### src/rtl/ram_arbiter_pkg.sv
// ============================================================================
// Module      : ram_arbiter_pkg
// Description : Shared types and constants for the two-port RAM arbiter:
//               FSM state encoding, default geometry and port-select codes.
// Revision    : 1.0 - initial release
// ============================================================================
`default_nettype none

package ram_arbiter_pkg;

  // Default RAM geometry: 32 words of 8 bits
  localparam int unsigned c_addr_w = 5;
  localparam int unsigned c_data_w = 8;

  // Port-select encoding used for sel/last/grant_sel
  localparam logic c_sel_port0 = 1'b0;
  localparam logic c_sel_port1 = 1'b1;

  // Sequencer states
  typedef enum logic [2:0] {
    ST_CLEAR = 3'd0,
    ST_IDLE  = 3'd1,
    ST_ISSUE = 3'd2,
    ST_WAIT  = 3'd3,
    ST_ACK   = 3'd4
  } state_t;

endpackage

`default_nettype wire

### src/rtl/rr_arb2.sv
// ============================================================================
// Module      : rr_arb2
// Description : Two-way round-robin picker. A lone request wins outright;
//               when both request, the port that was not served last wins.
// Revision    : 1.0 - initial release
// ============================================================================
`default_nettype none

module rr_arb2
  import ram_arbiter_pkg::*;
(
  input  logic req0,
  input  logic req1,
  input  logic last,
  output logic grant_valid,
  output logic grant_sel
);

  // Pick a winner from the current requests and the last-served port
  always_comb begin
    grant_valid = req0 | req1;
    grant_sel   = c_sel_port0;
    if (req0 && req1) begin
      grant_sel = ~last;
    end else if (req1) begin
      grant_sel = c_sel_port1;
    end
  end

endmodule

`default_nettype wire

### src/rtl/ram_arbiter.sv
// ============================================================================
// Module      : ram_arbiter
// Description : Shares one single-port synchronous RAM between two
//               req/ack requesters. All RAM controls are registered; read
//               data is returned with a one-cycle ack pulse.
//               Build option: define RAM_CLEAR_EN to sweep the whole RAM
//               with CLEAR_VAL after every reset before serving requests.
// Revision    : 1.0 - initial release
// ============================================================================
`default_nettype none

module ram_arbiter
  import ram_arbiter_pkg::*;
#(
  parameter int unsigned       ADDR_W    = c_addr_w,
  parameter int unsigned       DATA_W    = c_data_w,
  parameter logic [DATA_W-1:0] CLEAR_VAL = '0
) (
  input  logic              clock,
  input  logic              reset,
  input  logic              req0,
  input  logic              we0,
  input  logic [ADDR_W-1:0] addr0,
  input  logic [DATA_W-1:0] wdata0,
  output logic              ack0,
  input  logic              req1,
  input  logic              we1,
  input  logic [ADDR_W-1:0] addr1,
  input  logic [DATA_W-1:0] wdata1,
  output logic              ack1,
  output logic [DATA_W-1:0] rdata,
  output logic              busy,
  output logic [ADDR_W-1:0] ram_addr,
  output logic [DATA_W-1:0] ram_din,
  output logic              ram_wren,
  input  logic [DATA_W-1:0] ram_dout
);

`ifdef RAM_CLEAR_EN
  localparam state_t           c_reset_state = ST_CLEAR;
  // Counter value one past the last address: the sweep's exit cycle
  localparam logic [ADDR_W:0]  c_clr_end     = {1'b1, {ADDR_W{1'b0}}};
  logic [ADDR_W:0]             r_clr_cnt;
`else
  localparam state_t           c_reset_state = ST_IDLE;
`endif

  state_t              r_state;
  logic                r_sel;
  logic                r_we;
  logic                r_last;
  logic                r_ack0;
  logic                r_ack1;
  logic [DATA_W-1:0]   r_rdata;
  logic [ADDR_W-1:0]   r_ram_addr;
  logic [DATA_W-1:0]   r_ram_din;
  logic                r_ram_wren;
  logic                w_grant_valid;
  logic                w_grant_sel;

  rr_arb2 u_rr_arb2 (
    .req0        (req0),
    .req1        (req1),
    .last        (r_last),
    .grant_valid (w_grant_valid),
    .grant_sel   (w_grant_sel)
  );

  // Sequencer: optional clear sweep, then grant -> issue -> wait -> ack
  always_ff @(posedge clock) begin
    if (reset) begin
      r_state    <= c_reset_state;
      r_sel      <= c_sel_port0;
      r_we       <= 1'b0;
      r_last     <= c_sel_port1;
      r_ack0     <= 1'b0;
      r_ack1     <= 1'b0;
      r_rdata    <= '0;
      r_ram_addr <= '0;
      r_ram_din  <= '0;
      r_ram_wren <= 1'b0;
`ifdef RAM_CLEAR_EN
      r_clr_cnt  <= '0;
`endif
    end else begin
      case (r_state)
        ST_CLEAR: begin
`ifdef RAM_CLEAR_EN
          if (r_clr_cnt == c_clr_end) begin
            r_ram_wren <= 1'b0;
            r_state    <= ST_IDLE;
          end else begin
            r_ram_wren <= 1'b1;
            r_ram_addr <= r_clr_cnt[ADDR_W-1:0];
            r_ram_din  <= CLEAR_VAL;
            r_clr_cnt  <= r_clr_cnt + 1'b1;
          end
`else
          // Unreachable without the sweep; fall back to IDLE safely
          r_ram_wren <= 1'b0;
          r_ram_din  <= CLEAR_VAL;
          r_state    <= ST_IDLE;
`endif
        end
        ST_IDLE: begin
          if (w_grant_valid) begin
            r_sel <= w_grant_sel;
            if (w_grant_sel == c_sel_port1) begin
              r_ram_addr <= addr1;
              r_ram_din  <= wdata1;
              r_ram_wren <= we1;
              r_we       <= we1;
            end else begin
              r_ram_addr <= addr0;
              r_ram_din  <= wdata0;
              r_ram_wren <= we0;
              r_we       <= we0;
            end
            r_state <= ST_ISSUE;
          end else begin
            r_ram_wren <= 1'b0;
          end
        end
        ST_ISSUE: begin
          // RAM has captured the access at this edge
          r_ram_wren <= 1'b0;
          r_state    <= ST_WAIT;
        end
        ST_WAIT: begin
          if (!r_we) begin
            r_rdata <= ram_dout;
          end
          if (r_sel == c_sel_port1) begin
            r_ack1 <= 1'b1;
          end else begin
            r_ack0 <= 1'b1;
          end
          r_last  <= r_sel;
          r_state <= ST_ACK;
        end
        ST_ACK: begin
          r_ack0  <= 1'b0;
          r_ack1  <= 1'b0;
          r_state <= ST_IDLE;
        end
        default: begin
          r_state <= ST_IDLE;
        end
      endcase
    end
  end

  assign ack0     = r_ack0;
  assign ack1     = r_ack1;
  assign rdata    = r_rdata;
  assign busy     = (r_state != ST_IDLE);
  assign ram_addr = r_ram_addr;
  assign ram_din  = r_ram_din;
  assign ram_wren = r_ram_wren;

endmodule

`default_nettype wire

### config.mk
export PLATFORM = sky130hd
export DESIGN_NAME = ram_arbiter
export DESIGN_NICKNAME = d
export VERILOG_FILES = /design/src/rtl/ram_arbiter_pkg.sv /design/src/rtl/rr_arb2.sv /design/src/rtl/ram_arbiter.sv
export SDC_FILE = /design/constraint.sdc
export NUM_CORES = 1
export LEC_CHECK = 0
export ABC_AREA = 1
export CORE_MARGIN = 1
export CORE_UTILIZATION = 39
export CTS_BUF_LIST = sky130_fd_sc_hd__clkbuf_8
export DETAILED_ROUTE_END_ITERATION = 10
export PLACE_DENSITY = 0.78
export SYNTH_ARGS = -nofsm -noshare
export SYNTH_HDL_FRONTEND = slang
export SYNTH_HIERARCHICAL = 1
export SYNTH_SLANG_ARGS = --single-unit
### constraint.sdc
create_clock -name clock -period 1.4 [get_ports clock]
set_clock_uncertainty 0.2 [all_clocks]
set_input_delay 0.14 -clock clock [delete_from_list [all_inputs] [get_ports clock]]
set_output_delay 0.14 -clock clock [all_outputs]
set_load 0.01 [all_outputs]
==> impl_results.md, run 1 <==
* Post-synthesis sequential area ratio at 40.40%
* Fraction of registers with async set/reset at 0%
* Min Clock Period, post-route at 1.421 ns
* Detailed Place HPWL at 2693 um
* Die width at 63.74 um
* Worst Hold Slack at 0.1944 ns
* Final setup viols at 2
* Number of flops mapped to enable cells by yosys at 0
* CP Max Fanout at 15
* Worst R2R Path Depth at 7
* Final global-route overflow total at 0
* Final slew viol count at 0
* Routed vias/inst at 4.534
* Hold Crit Depth at 4
* Most frequent cells in the layout: 70 x nor2_1, 41 x inv_1, 37 x clkdlybuf4s50_1
* H-tree level count at 2
* CTS tree: done
* Pleak at 1.318 nW
* Critical Path AT at 1.39 ns
* Pin count of the biggest net entering global routing at 30
* Crit. End Element: flip-flop
* Post-route setup slack at -0.02103 ns
* Final hold vios at 0
* Hold_buf cts at 0
* FMAX at 703.7 MHz
* Nets at 362
* Synth warn at 6
* Drt wl/cell at 11.09 um
* Cell taking the most area after synthesis: dfxtp_1
* CP Launch Type: flip-flop
* Starting density of the core at 40.60%
* I/O pins at 65
* CTS root buffer: clkbuf_8
* Final Wtd Congestion at 0.8157
* FF-to-FF setup slack at -0.02 ns
* Detailed Route WL at 4113 um
* DIE HEIGHT at 63.74 um
* Synth-to-layout area growth at 67.76%
* Reg clk slew, reported paths at 0.06 ns
* Hold path start: req1
* Syn nets at 277
* Commonest non-fill, non-tap cell in the layout: nor2_1
* FF-to-FF End: ram_din[4]$_SDFFE_PP0P_
* 1st-iter DRT viols at 63
* Pwr dens at 1066 nW/um^2
* Netlist cell types at 21
* Die area at 4062 um^2
* Tcrit/Tclk final at 101.5%
* Critical path type: reg -> reg
* Worst Hold Class: in -> reg
* DRC violations left at 0
* Post-Synthesis Cell Area at 1486 um^2
* Slew margin rel. at 78.19%
* Least-Margin Pin Slew at 0.3268 ns
* First-pass GRT wire length at 6423 um
* Top_reg_cell synth: dfxtp_1
* Routed Antenna Nets at 0
* Port bufs at 64
* Critical Path RT at 1.37 ns
* Initial antenna violation count at 0
* Total of max-cap violations at 0
* Vias in the first global route at 1,543
* Fillers at 330
* VDD IR max at 0.7004 mV
* DP Worst Slack at -0.3351 ns
* Layout cells sized above 1 at 17.34%
* Area share of the largest cell type after synthesis at 40.40%
* Vias at 1,682
* Rows at 22
* Status: complete, but fails checks
* Core ar. at 3661 um^2
* Clock sink total at 30
* Clock Path Buffers at 2
* Number of buffers created by CTS at 5
* #FFs+latches synth at 30
* Drt pass-1 iters at 4
* Synthesized instance count at 237
* Ranking of synthesized cells by area: dfxtp_1 40%, nor2_1 18%, nand2_1 11%, inv_1 11%, nand3_1 4.7%
* Ant diodes at 0
* GRT Total Usage at 20.56%
* Failing checks: negative setup slack
* Clk Latency, worst-skew pair at 0.28 ns
* WHS Endpoint: r_state[0]$_SDFFE_PP1P_
* Avg Cell Area, Syn at 6.272 um^2
* RSZ-0062 raised after global routing: true
* Reg-to-reg startpoint: r_last$_SDFFE_PP1P_
## flip-flops by register name, indices dropped and copies added (netlist names)
signal and count:
ack0 1, ack1 1, r_last 1, r_sel 1
r_state 3, r_we 1, ram_addr 5, ram_din 8
ram_wren 1, rdata 8
## worst max-delay path, stage by stage, from the launching register on
cell and delay (ns):
dfxtp_2 0.33, a21oi_4 0.25, buf_12 0.18, nor2_1 0.05, nor2_1 0.09, nor2_1 0.05, nor2_1 0.10, nor2_1 0.05
## per-layer routing
layer  global-route usage [%]  vias up  part of all wire [%]
li1                         -      878                     -
met1                    23.76      751                    44
met2                    35.24       47                    49
met3                    6.429        6                   5.4
met4                    7.670        0                   1.3
met5                        0        -                     0
## metrics by stage
step	total power, mW	TNS (ns)	instances	cell area [um^2]	utilization (%)
floorplan	1.483	0	237	1491	-
global placement	1.930	-3.812	359	2303	62.92
detailed placement	1.951	-4.275	359	2303	62.92
CTS	2.585	0	367	2372	64.80
global route	2.834	-1.135	371	2494	68.11
finish	2.658	-0.02548	371	2494	68.11
## synth_stat cells (2+ instances only)
library cell,n
nor2_1,71
nand2_1,44
inv_1,42
dfxtp_1,30
nand3_1,14
o21ai_0,12
a21oi_1,5
inv_2,3
buf_2,2
clkbuf_1,2
o211ai_1,2
## area by class of cell
class	count	area [um^2]	share of cell area [%]
Timing Repair Buffer	84	814.5	32.66
Multi-Input combinational cell	156	754.5	30.26
Sequential cell	30	604.3	24.23
Inverter	45	168.9	6.774
Clock buffer	6	82.58	3.312
Tap cell	48	60.06	2.408
Clock inverter	2	8.758	0.3512
## worst max path at each step
| stage | from | end | slack [ns] | cells past startpoint |
|---|---|---|---|---|
| after CTS | r_state[0]$_SDFFE_PP1P_ | busy | 0.002 | 4 |
| after global placement | req1 | r_we$_SDFFE_PP0P_ | -0.32 | 8 |
| after floorplan | r_last$_SDFFE_PP1P_ | ram_din[0]$_SDFFE_PP0P_ | 0.02 | 8 |
| after detailed placement | req1 | r_we$_SDFFE_PP0P_ | -0.34 | 8 |
| final | r_last$_SDFFE_PP1P_ | ram_din[4]$_SDFFE_PP0P_ | -0.02 | 7 |
| after global routing | r_last$_SDFFE_PP1P_ | ram_din[7]$_SDFFE_PP0P_ | -0.11 | 8 |
## cell families (layout without fill, tap and decap cells)
logic type,count (synthesis),count (layout),synth area share [%]
DFF,30,30,40.40
and+or+nand+nor,135,136,38.30
AOI/OAI and AO/OA,20,20,7.239
buffers and inverters,52,137,14.06
## power by group
part | switching [mW] | leakage [nW] | internal (mW)
combinational | 0.470 | 1.02 | 0.460
clock | 0.307 | 0.0524 | 0.388
sequential | 0.0641 | 0.247 | 0.969
## repair_timing
item / in CTS / in global routing
gates cloned: 0 / 3
resized for setup: 31 / 29
buffers inserted: 0 / 1
endpoints found under the hold margin: 0 / 0
pin swaps: 1 / 7
endpoints found under the setup margin: 29 / 25
(Power assumes the default switching activity.)
==> run 2: changes to the inputs <==
CORE_UTILIZATION = 46   (was 39)
PLACE_DENSITY = 0.87   (was 0.78)
clock period = 1.7 ns   (was 1.4 ns; I/O delays follow)
==> run 2 against run 1 <==
The run now ends clean. Routed wire length is 12% lower. Final cell count is 3.8% lower. Global-route usage is 3.4 points higher. Sequential power is 17% lower. Critical path depth is 3 lower. Clock power is 3.3% lower. Sequential share of layout area is 1.4 points higher. Critical endpoint is now busy. Highest routed layer unchanged.
==> impl_results.md, run 2 (synthesis results as in run 1) <==
* DRC violations left at 0
* Clock sink total at 30
* Least-Margin Pin Slew at 0.3044 ns
* Min Clock Period, post-route at 1.614 ns
* CTS tree: done
* Register area at 601.8 um^2
* Critical path type: reg -> out
* Final hold vios at 0
* Worst Hold Slack at 0.2728 ns
* Die area at 3463 um^2
* Multi-input logic area at 680.7 um^2
* CTS root buffer: clkbuf_8
* Hold Crit Depth at 2
* Worst Hold Class: reg -> reg
* Layout cells sized above 1 at 9.265%
* Slew margin rel. at 79.68%
* Most frequent cells in the layout: 71 x nor2_1, 63 x clkdlybuf4s50_1, 44 x nand2_1
* Vias at 1,584
* Port bufs at 64
* Synth-to-layout area growth at 58.16%
* 1st-iter DRT viols at 57
* Clk Latency, worst-skew pair at 0.28 ns
* Rows at 20
* Hold path start: ack1$_SDFFE_PP0P_
* Reg-to-reg startpoint: r_state[0]$_SDFFE_PP1P_
* CP Launch Type: flip-flop
* Clock Path Buffers at 2
* Commonest non-fill, non-tap cell in the layout: nor2_1
* Nets at 352
* Detailed Place HPWL at 2693 um
* First-pass GRT wire length at 6244 um
* Detailed Route WL at 3628 um
* Final slew viol count at 0
* Pleak at 1.147 nW
* Pwr dens at 949.8 nW/um^2
* Critical Path RT at 1.33 ns
* Core ar. at 3053 um^2
* Critical Path AT at 1.24 ns
* Worst R2R Path Depth at 7
* Hold_buf cts at 0
* Final global-route overflow total at 0
* GRT Total Usage at 23.98%
* Critical path cell sequence: inv_2 > nor2_4 > nand2_2 > dlygate4sd2_1
* FF-to-FF setup slack at 0.29 ns
* Ant diodes at 0
* Final Wtd Congestion at 0.7558
* DP Area at 2241 um^2
* Number of buffers created by CTS at 5
* Drt wl/cell at 10.16 um
* Fillers at 252
* H-tree level count at 2
* RSZ-0062 raised after global routing: false
* Crit. End Element: output pin
* Post-Layout Inst Area at 2351 um^2
* Total of max-cap violations at 0
* Slowest stage delay, CP at 0.36 ns
* Vias in the first global route at 1,490
* I/O pins at 65
* Routed vias/inst at 4.437
* Initial antenna violation count at 0
* Starting density of the core at 48.69%
* CP Max Fanout at 4
* Drt pass-1 iters at 4
* Tcrit/Tclk final at 94.92%
* VDD IR max at 0.6154 mV
* Status: finished clean
* FF-to-FF End: rdata[0]$_SDFFE_PP0P_
* Die width at 58.85 um
* Final setup viols at 0
* WHS Endpoint: ack1$_SDFFE_PP0P_
* FMAX at 619.7 MHz
* Reg clk slew, reported paths at 0.06 ns
* Slowest stage cell, crit path: dfxtp_2
* Pin count of the biggest net entering global routing at 29
* Routed Antenna Nets at 0
* DIE HEIGHT at 58.85 um
-- run 2: how the worst max path moves through the flow --
stage	start	end	slack, ns	depth (start not counted)
finish	r_state[0]$_SDFFE_PP1P_	busy	0.09	4
global route	r_state[0]$_SDFFE_PP1P_	busy	0.04	4
floorplan	r_last$_SDFFE_PP1P_	ram_din[0]$_SDFFE_PP0P_	0.25	8
global placement	req1	ram_din[2]$_SDFFE_PP0P_	0.03	9
CTS	r_state[0]$_SDFFE_PP1P_	busy	0.09	4
detailed placement	req0	ram_addr[0]$_SDFFE_PP0P_	-0.02	6
-- run 2: layout make-up --
cell class | count | share of cell area [%]
Timing Repair Buffer | 75 | 31.24
Tap cell | 44 | 2.342
Multi-Input combinational cell | 155 | 28.95
Clock buffer | 8 | 4.683
Sequential cell | 30 | 25.60
Inverter | 45 | 7.185
-- run 2: critical path: cells and delay by family (launching register included) --
kind | cells | cell delay (ns)
buf+inv | 2 | 0.35
simple gates | 2 | 0.25
flops | 1 | 0.36
-- run 2: stage by stage --
stage	utilization (%)	setup TNS, ns	total power [mW]	instances	setup WS, ns
finish	77.01	0	2.233	357	0.08637
global route	77.01	0	2.365	357	0.03984
CTS	77.01	0	2.243	357	0.09478
detailed placement	73.40	-0.08969	1.578	349	-0.01875
global placement	73.40	0	1.557	349	0.02822
floorplan	-	0	1.219	237	0.2517
-- run 2: repair_timing --
item                                    4_1_cts  5_1_grt
setup buffers                                 0        0
endpoints found under the setup margin        1        0
resized for setup                             2        0
-- run 2: report_power, final --
part           internal (mW)  switching (mW)
clock network          0.408           0.264
logic                  0.370           0.339
registers              0.797          0.0543
-- run 2: per-layer routing --
metal | wire length, um | vias to the layer above | part of all wire [%] | global-route usage [%]
met4 | 53 | 0 | 1.5 | 8.163
met1 | 1605 | 690 | 44 | 26.91
met5 | 0 | - | 0 | 0
li1 | - | 850 | - | -
met2 | 1770 | 39 | 49 | 42.05
met3 | 200 | 5 | 5.5 | 8.352
